$ cat src/rtl/dt_res_packer_if.sv
// Result-RAM read port and packed-RAM write port of the distance-map packer.
// master = packer side, slave = RAM side.
interface dt_res_packer_if #(
  parameter int PIX_AW  = 14,
  parameter int WORD_AW = 10,
  parameter int DW      = 8
);
  logic               res_rd;
  logic [PIX_AW-1:0]  res_addr;
  logic [DW-1:0]      res_di;
  logic               pk_wr;
  logic [WORD_AW-1:0] pk_addr;
  logic [15:0]        pk_do;

  modport master (output res_rd, res_addr, pk_wr, pk_addr, pk_do, input res_di);
  modport slave  (input res_rd, res_addr, pk_wr, pk_addr, pk_do, output res_di);
endinterface

$ cat src/rtl/dt_res_packer.sv
// Reads the 8-bit distance map, thresholds each pixel (d >= thr) and packs 16
// pixels per word, MSB first. Optional macro PK_POPCNT_EN adds obj_cnt.
module dt_res_packer #(
  parameter int PIX_AW  = 14,
  parameter int WORD_AW = 10,
  parameter int DW      = 8
) (
  input  logic          clk,
  input  logic          reset,
  input  logic          start,
  input  logic [DW-1:0] thr,
  dt_res_packer_if.master bus,
  output logic          done
`ifdef PK_POPCNT_EN
  ,
  output logic [PIX_AW:0] obj_cnt
`endif
);

  typedef enum logic [1:0] {S_IDLE, S_RUN, S_DRAIN, S_DONE} state_t;

  state_t             st, st_nxt;
  logic [PIX_AW:0]    pix_cnt;   // MSB set once every address has been issued
  logic               cap_vld;   // res_di holds a requested pixel this cycle
  logic [14:0]        shreg;
  logic [3:0]         bit_cnt;
  logic [WORD_AW-1:0] word_cnt;
  logic               bit_in;
  logic [15:0]        word_nxt;
  logic               go;

  assign bit_in   = (bus.res_di >= thr);
  assign word_nxt = {shreg, bit_in};
  assign go       = ((st == S_IDLE) || (st == S_DONE)) && start;

  always_ff @(posedge clk or negedge reset) begin
    if (!reset) st <= S_IDLE;
    else        st <= st_nxt;
  end

  always_comb begin
    st_nxt = st;
    case (st)
      S_IDLE, S_DONE: if (start) st_nxt = S_RUN;
      S_RUN:          if (pix_cnt[PIX_AW]) st_nxt = S_DRAIN;
      S_DRAIN:        if (bus.pk_wr && (&bus.pk_addr)) st_nxt = S_DONE;
      default:        st_nxt = S_IDLE;
    endcase
  end

  always_ff @(posedge clk or negedge reset) begin
    if (!reset) begin
      bus.res_rd   <= 1'b0;
      bus.res_addr <= '0;
      bus.pk_wr    <= 1'b0;
      bus.pk_addr  <= '0;
      bus.pk_do    <= '0;
      done         <= 1'b0;
      pix_cnt      <= '0;
      cap_vld      <= 1'b0;
      shreg        <= '0;
      bit_cnt      <= '0;
      word_cnt     <= '0;
`ifdef PK_POPCNT_EN
      obj_cnt      <= '0;
`endif
    end else begin
      bus.pk_wr <= 1'b0;
      cap_vld   <= bus.res_rd;

      if (go) begin
        bus.res_addr <= '0;
        done         <= 1'b0;
        pix_cnt      <= '0;
        shreg        <= '0;
        bit_cnt      <= '0;
        word_cnt     <= '0;
`ifdef PK_POPCNT_EN
        obj_cnt      <= '0;
`endif
      end

      // Address issue: one pixel per cycle, res_addr parks on the last pixel
      if (st == S_RUN && !pix_cnt[PIX_AW]) begin
        bus.res_rd   <= 1'b1;
        bus.res_addr <= pix_cnt[PIX_AW-1:0];
        pix_cnt      <= pix_cnt + (PIX_AW+1)'(1);
      end else begin
        bus.res_rd   <= 1'b0;
      end

      if (st == S_DRAIN && st_nxt == S_DONE) done <= 1'b1;

      // Capture: the 16th bit of a word goes straight into pk_do
      if (cap_vld) begin
        shreg   <= word_nxt[14:0];
        bit_cnt <= bit_cnt + 4'd1;
`ifdef PK_POPCNT_EN
        obj_cnt <= obj_cnt + (PIX_AW+1)'(bit_in);
`endif
        if (&bit_cnt) begin
          bus.pk_wr   <= 1'b1;
          bus.pk_addr <= word_cnt;
          bus.pk_do   <= word_nxt;
          word_cnt    <= word_cnt + WORD_AW'(1);
        end
      end
    end
  end

endmodule
$ cat src/flat_wrapper.sv
// flat-port wrapper written by rule: the top's interface ports become plain ports
module dt_res_packer_flat 
#(
  parameter int PIX_AW  = 14,
  parameter int WORD_AW = 10,
  parameter int DW      = 8
)
  (clk, reset, start, thr, done, bus_res_rd, bus_res_addr, bus_pk_wr, bus_pk_addr, bus_pk_do, bus_res_di);
  dt_res_packer_if #(.PIX_AW(PIX_AW), .WORD_AW(WORD_AW), .DW(DW)) bus_i ();
  input  logic clk;
  input  logic reset;
  input  logic start;
  input  logic [DW-1:0] thr;
  output logic done;
  output wire logic [$bits(bus_i.res_rd)-1:0] bus_res_rd;
  output wire logic [$bits(bus_i.res_addr)-1:0] bus_res_addr;
  output wire logic [$bits(bus_i.pk_wr)-1:0] bus_pk_wr;
  output wire logic [$bits(bus_i.pk_addr)-1:0] bus_pk_addr;
  output wire logic [$bits(bus_i.pk_do)-1:0] bus_pk_do;
  input wire logic [$bits(bus_i.res_di)-1:0] bus_res_di;
  assign bus_res_rd = bus_i.res_rd;
  assign bus_res_addr = bus_i.res_addr;
  assign bus_pk_wr = bus_i.pk_wr;
  assign bus_pk_addr = bus_i.pk_addr;
  assign bus_pk_do = bus_i.pk_do;
  assign bus_i.res_di = bus_res_di;
  dt_res_packer #(.PIX_AW(PIX_AW), .WORD_AW(WORD_AW), .DW(DW)) u_core (.clk(clk), .reset(reset), .start(start), .thr(thr), .bus(bus_i), .done(done));
endmodule
$ cat config.mk
export PLATFORM = sky130hd
export DESIGN_NAME = dt_res_packer_flat
export DESIGN_NICKNAME = d
export VERILOG_FILES = /design/src/rtl/dt_res_packer_if.sv /design/src/rtl/dt_res_packer.sv /design/src/flat_wrapper.sv
export SDC_FILE = /design/constraint.sdc
export NUM_CORES = 1
export LEC_CHECK = 0
export CAP_MARGIN = 20
export CORE_MARGIN = 1
export CORE_UTILIZATION = 54
export DETAILED_ROUTE_END_ITERATION = 12
export GPL_TIMING_DRIVEN = 1
export PLACE_DENSITY = 0.8
export SKIP_CTS_REPAIR_TIMING = 1
export SLEW_MARGIN = 20
export SYNTH_ARGS = -nofsm -noshare
export SYNTH_HDL_FRONTEND = slang
export SYNTH_SLANG_ARGS = --single-unit
$ cat constraint.sdc
create_clock -name clk -period 1.9 [get_ports clk]
set_input_delay 0.285 -clock clk [delete_from_list [all_inputs] [get_ports clk]]
set_output_delay 0.285 -clock clk [all_outputs]
set_load 0.02 [all_outputs]
==> flow_summary_export.csv <==
group,metric,value,unit
status,status,"finished clean",
synthesis,syn_avg_cell_area,9.43,um2
flow_run,timing.max_cap.violations,0,
layout,design_area,0.00505,mm2
timing,finalSetupViolations,0,
layout,nets,526,
clocking,path_clk_slew,0.09,ns
synthesis,yosys.area.top_type_share,56.3,%
setup_path,start_kind,"flip-flop",
synthesis,synth-edff-count,0,
timing,fmax,554,MHz
timing,period_minus_slack,1.81,ns
global_routing,track_usage,23.3,%
global_routing,grt_pass1_wl,13800,um
synthesis,synthTopCellsByArea,"dfrtp_1 56%, nand2_1 13%, o21ai_0 5.5%",
global_routing,grt_pass1_vias,3073,
routing,dr.first_iter.drc_count,130,
power_and_ir_drop,power_frac_seq,45.2,%
global_routing,overflow,0,
floorplanning,start_util,55.4,%
routing,routed_wl,8220,um
setup_path,cp_slowest_stage_delay,0.54,ns
routing,firstDrtPassIters,4,
place,dpl.cell_count,581,
synthesis,ys.flop_type,"dfrtp_1",
clocking,root_buffer,"clkbuf_8",
global_routing,use_met2,38.0,%
layout,drive_above_1_share,9.22,%
place,gp_congestion,0.833,
synthesis,synthCells,424,
power_and_ir_drop,p_clk_share,25.7,%
setup_path,critPathMaxFanout,6,
clocking,cts_tree,"yes",
routing,num_vias,3257,
hold_path,hold_path_class,"flip-flop to flip-flop",
place,portBuffers,61,
setup_path,critPathRequiredTime,2.20,ns
setup_path,path_class,"flip-flop to flip-flop",
power_and_ir_drop,p_leak,0.00241,uW
setup_path,path_cells,"inv_1, ha_1, buf_4, nand2b_1, or4_4, nand3_2, a22o_2",
synthesis,synth_top_area_cell,"dfrtp_1",
routing,drc_errors,0,
floorplanning,die_h,88.1,um
global_routing,use_met3,4.43,%
setup_path,cp-end-kind,"flip-flop",
global_routing,busiest_layer,"met2",
timing,max_slew_margin,70.6,%
timing,drv_slew,0,
routing,detail-route-antenna-nets,0,
timing,tightestPinTransition,0.441,ns
setup_path,cp_top_family,"simple AND/OR/NAND/NOR gates",
timing,grt_setup_unrepaired,"false",
power_and_ir_drop,power,5840,uW
synthesis,async_flop_share,100,%
floorplanning,rows,31,
setup_path,critPathBufInv,2,
synthesis,yosys_warnings,0,
synthesis,syn_area,0.00400,mm2
power_and_ir_drop,p_sw_share,34.2,%
synthesis,synth-seq-cells,90,
global_routing,grtUsageMet1,31.0,%
timing,post-route-period-util,95.1,%
setup_path,arrival,2.10,ns
floorplanning,dieArea,0.00776,mm2
place,dp_hpwl,5670,um
global_routing,grt_max_degree,36,
power_and_ir_drop,p_per_area,1160,mW/mm2
clocking,clk-insertion-delay-late,0.35,ns
floorplanning,ios,62,
timing,skew,0.00776,ns
setup_path,crit_slowest_cell,"or4_4",
timing,hold_viol_final,0,
power_and_ir_drop,switchingPower,2000,uW
timing,whs,0.383,ns
synthesis,syn-num-nets,456,
synthesis,ys_seq_area_share,56.3,%
routing,wire_per_inst,13.7,um
synthesis,synth_cell_types,39,
layout,final_cells,598,
layout,areaGrowthSynthToFinish,26.2,%
place,placement.cell_area,0.00478,mm2
clocking,cts_buffer_depth,2,
global_routing,antenna_found_initial,0,
clocking,cts_buffers,9,
clocking,h-tree-depth,3,
floorplanning,die_w,88.1,um
power_and_ir_drop,max-vdd-ir-drop,0.694,mV
power_and_ir_drop,pwr-share-comb,29.1,%
clocking,clkSinkCount,90,
layout,diodes,0,
routing,viasPerCell,5.45,
floorplanning,core_area,0.00721,mm2
power_and_ir_drop,intPower,3840,uW
-- per-layer routing --
metal	wire length, um	vias up	part of all wire [%]
met3	452	13	5.5
met5	0	-	0
met1	3670	1579	45
met2	3990	87	49
li1	-	1578	-
met4	107	0	1.3
-- cell type report --
type / instances / area, um2
flip-flops and latches: 90 / 2250
multi-input cells: 298 / 1610
clock inverters: 4 / 72.6
well taps: 99 / 124
repair buffers: 79 / 758
fillers: 565 / 2170
clock buffers: 12 / 165
inverters: 16 / 63.8
-- layout by cell type (no fill, tap or decap), drive strengths merged, types with 2 or more instances in the layout --
master / count
a211oi: 2
a21oi: 7
a22o: 15
a31oi: 8
and2: 4
and3: 2
buf: 18
bufinv: 2
clkbuf: 12
clkdlybuf4s50: 60
clkinvlp: 2
dfrtp: 90
ha: 13
inv: 15
mux2i: 3
nand2: 137
nand2b: 5
nand3: 15
nand4: 7
nor2: 12
nor3: 7
o21ai: 44
o31ai: 2
o41ai: 2
xnor2: 2
-- power groups by stage --
stage	Sequential [uW]	Combinational (uW)	Clock, uW
2_1_floorplan	2740	930	0
3_3_place_gp	2650	1600	0
3_5_place_dp	2670	1680	0
4_1_cts	2630	1690	1520
5_1_grt	2690	1910	1610
6_report	2640	1700	1500
-- path summary, 6_finish.rpt --
path | from | end | slack (ns) | cells past startpoint
worst max-delay path | u_core.st[0] | u_core.done | 0.09 | 7
worst min-delay path | u_core.bus.res_rd | u_core.cap_vld | 0.38 | 0
worst max register to register | u_core.st[0] | u_core.done | 0.09 | 7
worst min register to register | u_core.bus.res_rd | u_core.cap_vld | 0.38 | 0
max in group asynchronous | reset | u_core.bus.res_addr[9] | 0.78 | 3
min in group asynchronous | reset | u_core.bus.pk_do[14] | 0.42 | 2
-- flip-flops by register name, summed over array words and instances (netlist names), 2 cells and up --
signal	flops
u_core.bus.pk_do	16
u_core.shreg	15
u_core.pix_cnt	15
u_core.bus.res_addr	14
u_core.word_cnt	10
u_core.bus.pk_addr	10
u_core.st	2
u_core.bit_cnt	4
-- cells by family (layout without fill, tap and decap cells) --
logic type / count (synthesis) / count (layout) / synth area share, %
XOR/XNOR: 3 / 3 / 0.657
AO/OA/AOI/OAI: 86 / 86 / 13.5
multiplexers: 3 / 3 / 0.751
AND/OR/NAND/NOR: 193 / 193 / 20.9
buffers and inverters: 36 / 111 / 3.82
adder cells (fa/ha/maj): 13 / 13 / 4.07
flip-flops: 90 / 90 / 56.3
-- through the flow --
step           utilization [%]  worst slack (ns)  TNS, ns
2_1_floorplan                -             0.245        0
3_3_place_gp              66.3            -0.403    -6.13
3_5_place_dp              66.3            -0.107   -0.537
4_1_cts                   69.6           -0.0480  -0.0792
5_1_grt                   70.0            0.0107        0
6_report                  70.0            0.0940        0
-- synth_stat cells (3+ instances only) --
cell type,instances
a21oi_1,7
o21ai_0,44
nor3_1,6
nand4_1,5
nand2_1,137
inv_1,15
ha_1,13
mux2i_1,3
dfrtp_1,90
nor2_1,12
a22o_1,14
buf_2,11
and2_1,3
nand3_1,15
a31oi_1,8
nand2b_1,5
clkbuf_1,8
Power figures use the tool's default switching activity.
